<file path="src/rtl/regfile_pkg.sv">
// rtl/regfile_pkg.sv - shared defaults and clear-sequencer types for regfile_mp
//
// Purpose : parameter defaults and the clear-FSM state type shared by
//           regfile_mp and regfile_clear_fsm.
// Ports   : none (package).

package regfile_pkg;

  localparam int RF_DW_DEF     = 32;
  localparam int RF_DEPTH_DEF  = 32;
  localparam int RF_NUM_RD_DEF = 2;
  localparam int RF_NUM_RD_MAX = 4;

  typedef enum logic [0:0] {
    RF_IDLE  = 1'b0,
    RF_CLEAR = 1'b1
  } rf_state_e;

endpackage

</file>
<file path="src/rtl/regfile_clear_fsm.sv">
// rtl/regfile_clear_fsm.sv - clear sequencer that zeroes every register entry
//
// Purpose : walks clr_idx from 0 to DEPTH-1, one entry per cycle, after
//           reset or after a clear request. The sequence always takes
//           exactly DEPTH cycles. Requests that arrive mid-sequence are
//           ignored.
// Ports   :
//   i_clk        clock
//   i_rst        asynchronous active-high reset (restarts the sequence)
//   i_clear_req  single-cycle clear request, honoured only in RF_IDLE
//   o_clear_busy high while in RF_CLEAR
//   o_clr_we     strobe: write zero to entry o_clr_idx at this edge
//   o_clr_idx    entry being cleared this cycle

module regfile_clear_fsm
  import regfile_pkg::*;
#(
  parameter int DEPTH = RF_DEPTH_DEF,
  localparam int AW = $clog2(DEPTH)
) (
  input  logic          i_clk,
  input  logic          i_rst,
  input  logic          i_clear_req,
  output logic          o_clear_busy,
  output logic          o_clr_we,
  output logic [AW-1:0] o_clr_idx
);

  localparam logic [AW-1:0] LAST_IDX = AW'(DEPTH - 1);

  rf_state_e     r_state;
  rf_state_e     w_state_nxt;
  logic [AW-1:0] r_clr_idx;
  logic [AW-1:0] w_clr_idx_nxt;

  // Reset lands in RF_CLEAR so the array is always zeroed before first use.
  always_ff @(posedge i_clk or posedge i_rst) begin
    if (i_rst) begin
      r_state   <= RF_CLEAR;
      r_clr_idx <= '0;
    end else begin
      r_state   <= w_state_nxt;
      r_clr_idx <= w_clr_idx_nxt;
    end
  end

  always_comb begin
    w_state_nxt   = r_state;
    w_clr_idx_nxt = r_clr_idx;
    o_clr_we      = 1'b0;
    case (r_state)
      RF_IDLE: begin
        if (i_clear_req) begin
          w_state_nxt   = RF_CLEAR;
          w_clr_idx_nxt = '0;
        end
      end
      RF_CLEAR: begin
        o_clr_we = 1'b1;
        // Compare against DEPTH-1 rather than wrapping, so non-power-of-2
        // depths finish on time.
        if (r_clr_idx == LAST_IDX) begin
          w_state_nxt   = RF_IDLE;
          w_clr_idx_nxt = '0;
        end else begin
          w_clr_idx_nxt = r_clr_idx + AW'(1);
        end
      end
      default: begin
        w_state_nxt = RF_IDLE;
      end
    endcase
  end

  assign o_clear_busy = (r_state == RF_CLEAR);
  assign o_clr_idx    = r_clr_idx;

endmodule

</file>
<file path="src/rtl/regfile_mp.sv">
// rtl/regfile_mp.sv - parametrised multi-read-port register file with hardware clear
//
// Purpose : register file for the ID stage. It has one synchronous write port
//           and NUM_RD registered read ports with 1-cycle latency. A hardware
//           clear sequencer zeroes the array after reset or on request. Entry 0
//           can optionally be a hard-wired zero register.
// Config  : macro REGFILE_BYPASS_EN
//             defined   - a qualifying write to the address being read in the
//                         same cycle is forwarded to the read port (write-first).
//                         The zero register is never forwarded.
//             undefined - a same-cycle read returns the old value (read-first).
// Ports   :
//   i_clk        clock
//   i_rst        asynchronous active-high reset
//   i_rd_addr    NUM_RD read addresses, port i at [i*AW +: AW]
//   o_rd_data    NUM_RD registered read data, port i at [i*DW +: DW]
//   i_we         write enable
//   i_wr_addr    write address
//   i_wr_data    write data
//   i_clear_req  single-cycle pulse that starts a full clear
//   o_clear_busy high while the clear sequencer runs; writes are dropped

module regfile_mp
  import regfile_pkg::*;
#(
  parameter int DW        = RF_DW_DEF,
  parameter int DEPTH     = RF_DEPTH_DEF,
  parameter int NUM_RD    = RF_NUM_RD_DEF,
  parameter int ZERO_REG0 = 1,
  localparam int AW = $clog2(DEPTH)
) (
  input  logic                 i_clk,
  input  logic                 i_rst,
  input  logic [NUM_RD*AW-1:0] i_rd_addr,
  output logic [NUM_RD*DW-1:0] o_rd_data,
  input  logic                 i_we,
  input  logic [AW-1:0]        i_wr_addr,
  input  logic [DW-1:0]        i_wr_data,
  input  logic                 i_clear_req,
  output logic                 o_clear_busy
);

  localparam bit          ZR      = (ZERO_REG0 != 0);
  localparam logic [AW:0] DEPTH_X = (AW + 1)'(DEPTH);

  if (NUM_RD < 1 || NUM_RD > RF_NUM_RD_MAX || DEPTH < 2) begin : g_bad_cfg
    $error("regfile_mp: NUM_RD must be 1..4 and DEPTH >= 2");
  end

  // One extra bit so that DEPTH itself is representable when DEPTH == 2**AW.
  function automatic logic in_range(input logic [AW-1:0] addr);
    return ({1'b0, addr} < DEPTH_X);
  endfunction

  logic [DW-1:0] r_mem [DEPTH];

  logic          w_clear_busy;
  logic          w_clr_we;
  logic [AW-1:0] w_clr_idx;
  logic          w_wr_hit;

  regfile_clear_fsm #(
    .DEPTH (DEPTH)
  ) u_clear_fsm (
    .i_clk        (i_clk),
    .i_rst        (i_rst),
    .i_clear_req  (i_clear_req),
    .o_clear_busy (w_clear_busy),
    .o_clr_we     (w_clr_we),
    .o_clr_idx    (w_clr_idx)
  );

  assign o_clear_busy = w_clear_busy;

  // A write takes effect only outside a clear, to an existing entry, and never
  // to the zero register.
  assign w_wr_hit = i_we && !w_clear_busy && in_range(i_wr_addr)
                    && !(ZR && (i_wr_addr == '0));

  // The array has no reset; the clear sequencer zeroes it. w_clr_we and
  // w_wr_hit are mutually exclusive because w_wr_hit requires !w_clear_busy.
  always_ff @(posedge i_clk) begin
    if (w_clr_we) begin
      r_mem[w_clr_idx] <= '0;
    end else if (w_wr_hit) begin
      r_mem[i_wr_addr] <= i_wr_data;
    end
  end

  for (genvar gi = 0; gi < NUM_RD; gi++) begin : g_rd
    logic [AW-1:0] w_addr;
    logic [DW-1:0] w_val;
    logic [DW-1:0] r_q;

    assign w_addr = i_rd_addr[gi*AW +: AW];

    always_comb begin
      w_val = '0;
      if (!in_range(w_addr)) begin
        w_val = '0;
      end else if (ZR && (w_addr == '0)) begin
        w_val = '0;
`ifdef REGFILE_BYPASS_EN
      end else if (w_wr_hit && (i_wr_addr == w_addr)) begin
        w_val = i_wr_data;
`endif
      end else begin
        w_val = r_mem[w_addr];
      end
    end

    always_ff @(posedge i_clk or posedge i_rst) begin
      if (i_rst) begin
        r_q <= '0;
      end else begin
        r_q <= w_val;
      end
    end

    assign o_rd_data[gi*DW +: DW] = r_q;
  end

endmodule

</file>
<file path="config.mk">
export PLATFORM = sky130hd
export DESIGN_NAME = regfile_mp
export DESIGN_NICKNAME = d
export VERILOG_FILES = /design/src/rtl/regfile_pkg.sv /design/src/rtl/regfile_clear_fsm.sv /design/src/rtl/regfile_mp.sv
export SDC_FILE = /design/constraint.sdc
export NUM_CORES = 1
export LEC_CHECK = 0
export CAP_MARGIN = 20
export CORE_ASPECT_RATIO = 0.7
export CORE_UTILIZATION = 55
export DETAILED_ROUTE_END_ITERATION = 8
export GPL_TIMING_DRIVEN = 0
export PLACE_DENSITY = 0.72
export SETUP_SLACK_MARGIN = 0.3
export SLEW_MARGIN = 20
export SYNTH_ARGS = -nofsm -noshare
export SYNTH_HDL_FRONTEND = slang
export SYNTH_SLANG_ARGS = --single-unit
</file>
<file path="constraint.sdc">
create_clock -name i_clk -period 8.7 [get_ports i_clk]
set_input_delay 1.74 -clock i_clk [delete_from_list [all_inputs] [get_ports i_clk]]
set_output_delay 1.74 -clock i_clk [all_outputs]
set_load 0.02 [all_outputs]
</file>
======== Word level (Yosys, flattened, before mapping) ========
Memories as Yosys holds them, arrays and structs flattened.
Cells that the tools add are included.
cells by class
  multiplexer cells ....................... 17
  eq/ne operators ......................... 2
  div/mod/pow operators ................... 0
  $mul .................................... 0
  shift operators ......................... 0
  bitwise gates (word level) .............. 1
  reductions and logical operators ........ 8
  add/subtract/negate cells ............... 1
  order comparisons ....................... 0
operators with widths
  cell                   count
  $mux W32               3
  $reduce_or A32 Y1      1
  $logic_not A5 Y1       3
  $mux W5                3
  $pmux W5 S2            1
  $mux W1                9
  $add A5 B1 Y5 const B  1
  $eq A5 B5 Y1 const B   1
  $logic_and A1 B1 Y1    2
  $logic_not A1 Y1       2
  $ne A2 B2 Y1 const B   1
  $pmux W1 S2            1
  $not A1 Y1             1
storage, ports and cells
  bits in read-only memories .............. 0
  register bits ........................... 70
  output and inout bits ................... 65
  input port bits ......................... 51
  logic and storage cells ................. 34
  memory bits (writable) .................. 1024
  latch bits .............................. 0
  memories ................................ 1
memory list
  memory  depth  width  rd ports  clocked after memory_dff  wr ports  line              source
  r_mem   32     32     2         0                         1         regfile_mp.sv:55  logic [DW-1:0] r_mem [DEPTH];

======== Longest topological paths before layout ========
Gate-level depths: netlist (run 1).
  depth after elaboration ................. 8
  mapped depth ............................ 7
  depth with buffers taken out ............ 5

======== By module ========
A second synthesis (run 1) with hierarchy kept.
unflattened totals
  cell total of the unflattened synthesis .. 2466
  area, all modules ....................... 49452.4 µm²
modules (own cells, without submodules)
  module             times used  sequential area each (µm²)  area each (µm²)  cells an instance
  regfile_mp         1           32351.0                     49148.4          2437
  regfile_clear_fsm  1           151.4                       304.0            29

======== Worst setup path after synthesis (run 1) ========
OpenSTA, ideal clock, no wires.
  path kind ............................... input to register
  start point ............................. input i_wr_addr[4]
  end point ............................... memory r_mem[15][0] (netlist name) (enable)
  arrival ................................. 4862 ps
  setup time .............................. 461 ps
  setup slack ............................. 3377 ps
  required time ........................... 8239 ps
  buffers on the path ..................... 0
  cell stages on the path ................. 4
  cells stage by stage .................... nor3_1 > a21oi_1 > o32a_1 > nor3_1
on the way
  longest elaborated chain between the ends .. 8
  elaborated cells on any way between the ends .. 9
  those cells by class .................... mux: 5; reduce/logical: 4
ends and longest elaborated chain
  item                                                        line              source
  start, declared                                             regfile_mp.sv:37  input logic [AW-1:0] i_wr_addr,
  $logic_not A5 Y1                                            regfile_mp.sv:78  && !(ZR && (i_wr_addr == '0));
  $logic_not A1 Y1                                            regfile_mp.sv:78
  $logic_and A1 B1 Y1                                         regfile_mp.sv:78
  $mux W1                                                     regfile_mp.sv:85  end else if (w_wr_hit) begin
  $mux W1                                                     regfile_mp.sv:83  if (w_clr_we) begin
  $mux W1 (implied by the code)                               regfile_mp.sv:86  r_mem[i_wr_addr] <= i_wr_data;
  $reduce_or A32 Y1 (no source line)                          -
  $mux W5 (no source line) / $mux W1 (equally long branches)  -
  end, declared                                               regfile_mp.sv:55
Several ways; a longest one is shown, not always the timed one.

======== Final worst setup path (run 1) ========
  start point ............................. input i_rd_addr[3]
  end point ............................... register g_rd[0].r_q[18]
on the way
  longest elaborated chain between the ends .. 2
  elaborated cells on any way between the ends .. 3
  those cells by class .................... mux: 1; reduce/logical: 1; memory: 1
ends and longest elaborated chain
  item                                                        line               source
  start, declared                                             regfile_mp.sv:34   input logic [NUM_RD*AW-1:0] i_rd_addr,
  $mem_v2 Z32 W32 / $logic_not A5 Y1 (equally long branches)  -
  $mux W32 (*)                                                regfile_mp.sv:101  end else if (ZR && (w_addr == '0)) begin
  via g_rd[0].w_val[18]                                       regfile_mp.sv:92   logic [DW-1:0] w_val;
  end signal, assigned                                        regfile_mp.sv:116  r_q <= w_val;
  end, declared                                               regfile_mp.sv:93   logic [DW-1:0] r_q;
The timed path passes the listed nets; every way through them passes the cells marked *.
A chain may end at the register's enable or synchronous reset.

==> run metrics, run 1 <==
max-cap check violation count 0; initial antenna violation count 3; clock input transition at the sequential cells of the worst setup and hold paths 60 ps; Final Hold Slack about 600 ps; number of buffers created by CTS 103; proportion of netlist area held by the largest area contributor between 60% and 70%; area of combinational cells with multiple inputs 16410 sq um; count of placed standard cells in the final layout, fillers left out 4169; count of flip-flops with a built-in enable after synthesis 1024; fraction of registers with async set/reset 6.399%; first-pass iteration count of the detailed router 9; Area Growth Syn to Fin 15.62%; violations in the final reports design-rule violations; Filler cells 6054; pin count of the biggest net entering global routing 41; Area after DPL 54230 sq um; cells after synthesis 2552; DRC marker count from the first detailed-route iteration 6145; Min-Delay Path Class reg2reg; average wire length per cell after detail routing 42.09 microns; pwr dens 246.4 nW/um^2; final RePlAce weighted congestion 0.9753; placeable core region 90020 sq um; register area share after synthesis 64.99%; number of H-tree levels 3; number of resized instances in the post-cts repair step 0; delay of the slowest cell on the worst path approximately 1100 ps; Top delay family on crit path buffers and inverters; CP Buf/Inv Count 3; share of post-route cells with drive strength above 1 33.21%; number of nets still failing antenna checks after routing 0; CTS Root Cell clkbuf_16; top area cells in the synthesized netlist edfxtp_1, mux4_2, dfrtp_1, mux2i_1, mux2_2; count of endpoints failing setup in the final report 0; total of flip-flops plus latches after synthesis around 1.1k; number of nets produced by synthesis 2605; global-route wire length before repair 239.0 mm; number of top-level design ports 116; Arr. time, crit path roughly 5700 ps; ratio of routed vias to standard cells 7.570; number of standard-cell rows in the floorplan 92; number of pins with negative max-slew slack in the final report 0; post-synthesis average cell area 19.60 sq um; post-route minimum period ~5200 ps; final cycle utilization of the critical path 60.22%; cells traversed along the worst timing path clkdlybuf4s50_1 -> clkbuf_1 -> nand2b_1 -> clkbuf_1 -> a211oi_1 -> a311oi_1; overall routed net length 175.5 mm; initial core utilization 55.56%; post-placement cell count 3964; Synth Flop Type edfxtp_1; endpoint kind of the worst setup timing path flip-flop; Total GRT Usage 38.50%; vertical die dimension 254.3 microns; vias in the first global route 30.51k; total global routing overflow 0; Hold Fails Final Rpt 0; Crit Path Category in2reg; Worst Skew 29.48 ps; DP Wirelength 124.2 mm; post-synth design cell area 50010 sq um; synth warn 0; critical path's slowest cell a311oi_1; Overall Power 14.25 mW; largest area contributor in the netlist edfxtp_1; maximum net fanout on the critical path 10; worst-case headroom to the max-slew limit 14.26%; maximum clock path buffer count 3; number of distinct library cell variants in the gate-level netlist after synthesis 50; crit path setup slack, layout 3461 ps; slew of the pin with the lowest slew margin 1277 ps; Nets 2901; remaining design rule violation count 2; sinks on the clock net 1094; total area of sequential cells 32500 sq um; CP dominant cell by count clkbuf_1; number of port buffers 107; Max rail drop VDD about 0.17 mV; clock tree from TritonCTS built; hold buffer count at cts 0; RSZ-0062 raised after global routing no; max frequency ~190 MHz; post-CTS setup buffer count 0; worst slack at placement 3140 ps; Finished Cell Area 57820 sq um; leakage dissipation 18.98 nW; overall die area approximately 90000 sq um; critical path required time 9180 ps; clk_lat worst skew 730 ps; outcome complete, but fails checks; startpoint class of the critical path primary input; setup slack of the worst register-to-register path 5510 ps; floorplan die width 362.4 microns; Via Count between 30k and 40k
==> final timing paths <==
kind | start | end | cells after the start
max in group asynchronous | i_rst | g_rd[1].r_q[15]$_DFF_PP0_ | 3
setup / recovery | i_rd_addr[3] | g_rd[0].r_q[18]$_DFF_PP0_ | 6
min in group asynchronous | i_rst | g_rd[1].r_q[23]$_DFF_PP0_ | 2
setup reg to reg | u_clear_fsm.o_clear_busy$_DFF_PP1_ | r_mem[31][6]$_DFFE_PP_ | 7
hold reg to reg | u_clear_fsm.o_clr_idx[0]$_DFFE_PP0P_ | u_clear_fsm.o_clr_idx[0]$_DFFE_PP0P_ | 2
hold / removal | u_clear_fsm.o_clr_idx[0]$_DFFE_PP0P_ | u_clear_fsm.o_clr_idx[0]$_DFFE_PP0P_ | 2
==> Yosys cell counts (all sizes together) (3+ instances only) <==
| library cell | n |
|---|---|
| nor2b | 68 |
| dfrtp | 69 |
| nor2 | 37 |
| inv | 8 |
| nor3 | 10 |
| mux4 | 448 |
| o2111ai | 16 |
| mux2i | 129 |
| a221oi | 48 |
| a311oi | 64 |
| mux2 | 64 |
| a31oi | 3 |
| buf | 150 |
| edfxtp | 1024 |
| and2 | 35 |
| o21ai | 119 |
| clkbuf | 59 |
| a22oi | 65 |
| nand2b | 5 |
| a211oi | 65 |
| nand2 | 38 |
==> metal layers <==
metal	wire length (microns)	GRT usage, %
met5	99	0.6192
met4	6717	12.48
met3	33620	21.53
met2	74520	54.54
met1	60510	50.45
==> report_power, final <==
| part | switching (mW) | total [mW] | internal [mW] |
|---|---|---|---|
| Combinational | 1.76 | 2.76 | 1.00 |
| Sequential | 0.236 | 6.74 | 6.50 |
| Clock | 2.03 | 4.75 | 2.72 |
| Total | 4.02 | 14.2 | 10.2 |
==> tightest hold or removal path, cell delays in order (launching register included) <==
cell     delay (ps)
dfrtp_1         420
nand2_1          70
o21ai_0          70
==> cell families after synthesis <==
kind of cell    after synthesis  synth area share (%)
mux                         641                 24.30
xor+xnor                      2               0.03503
simple gates                205                 2.229
flops                      1094                 64.99
buf+inv                     217                 2.775
fa+ha+maj                     2               0.05003
compound gates              391                 5.619
==> per-stage QoR <==
step,setup TNS (ps),util [%]
floorplan,0,-
global placement,-110750,58.45
detailed placement,0,60.24
CTS,0,64.16
global route,0,64.21
finish,0,64.23
==> flip-flops by register name (all words and copies together) (netlist names) <==
name                      flops
u_clear_fsm.o_clr_idx         5
u_clear_fsm.o_clear_busy      1
r_mem                      1024
g_rd.r_q                     64
==> placed cells by master, fill, tap and decap left out, types with 65 or more instances in the layout <==
master and count:
o21ai_1 106, a211oi_1 65, clkbuf_1 81, edfxtp_1 1024, dfrtp_1 69, buf_4 79
nor2b_1 68, clkdlybuf4s50_1 107, mux4_2 434, a22oi_1 65, mux2i_1 129, buf_2 65
clkbuf_16 110
==> final cells by class <==
class,count,share of cell area (%)
Sequential cell,1094,56.21
Timing Repair Buffer,191,4.233
Clock inverter,50,0.9218
Antenna cell,8,0.03462
Multi-Input combinational cell,1241,28.38
Tap cell,1222,2.644
Clock buffer,146,5.174
Buffer,209,2.348
Inverter,8,0.05626
Power figures use the tool's default switching activity.
==> inputs of run 2 (changes only) <==
Clock period 8.7 ns to 5.1 ns, I/O delays scaled along.
==> results of run 2 <==
The final DEF is identical to that of run 1. Status: complete, but fails checks: design-rule violations.
Main changes from that run: setup slack after placement 3140 ps -> 259.5 ps; setup slack after layout 3461 ps -> 581.1 ps; register-to-register setup slack 5510 ps -> 1910 ps; total power 14.25 mW -> 24.31 mW; worst IR drop on VDD 0.1742 mV -> 0.2971 mV
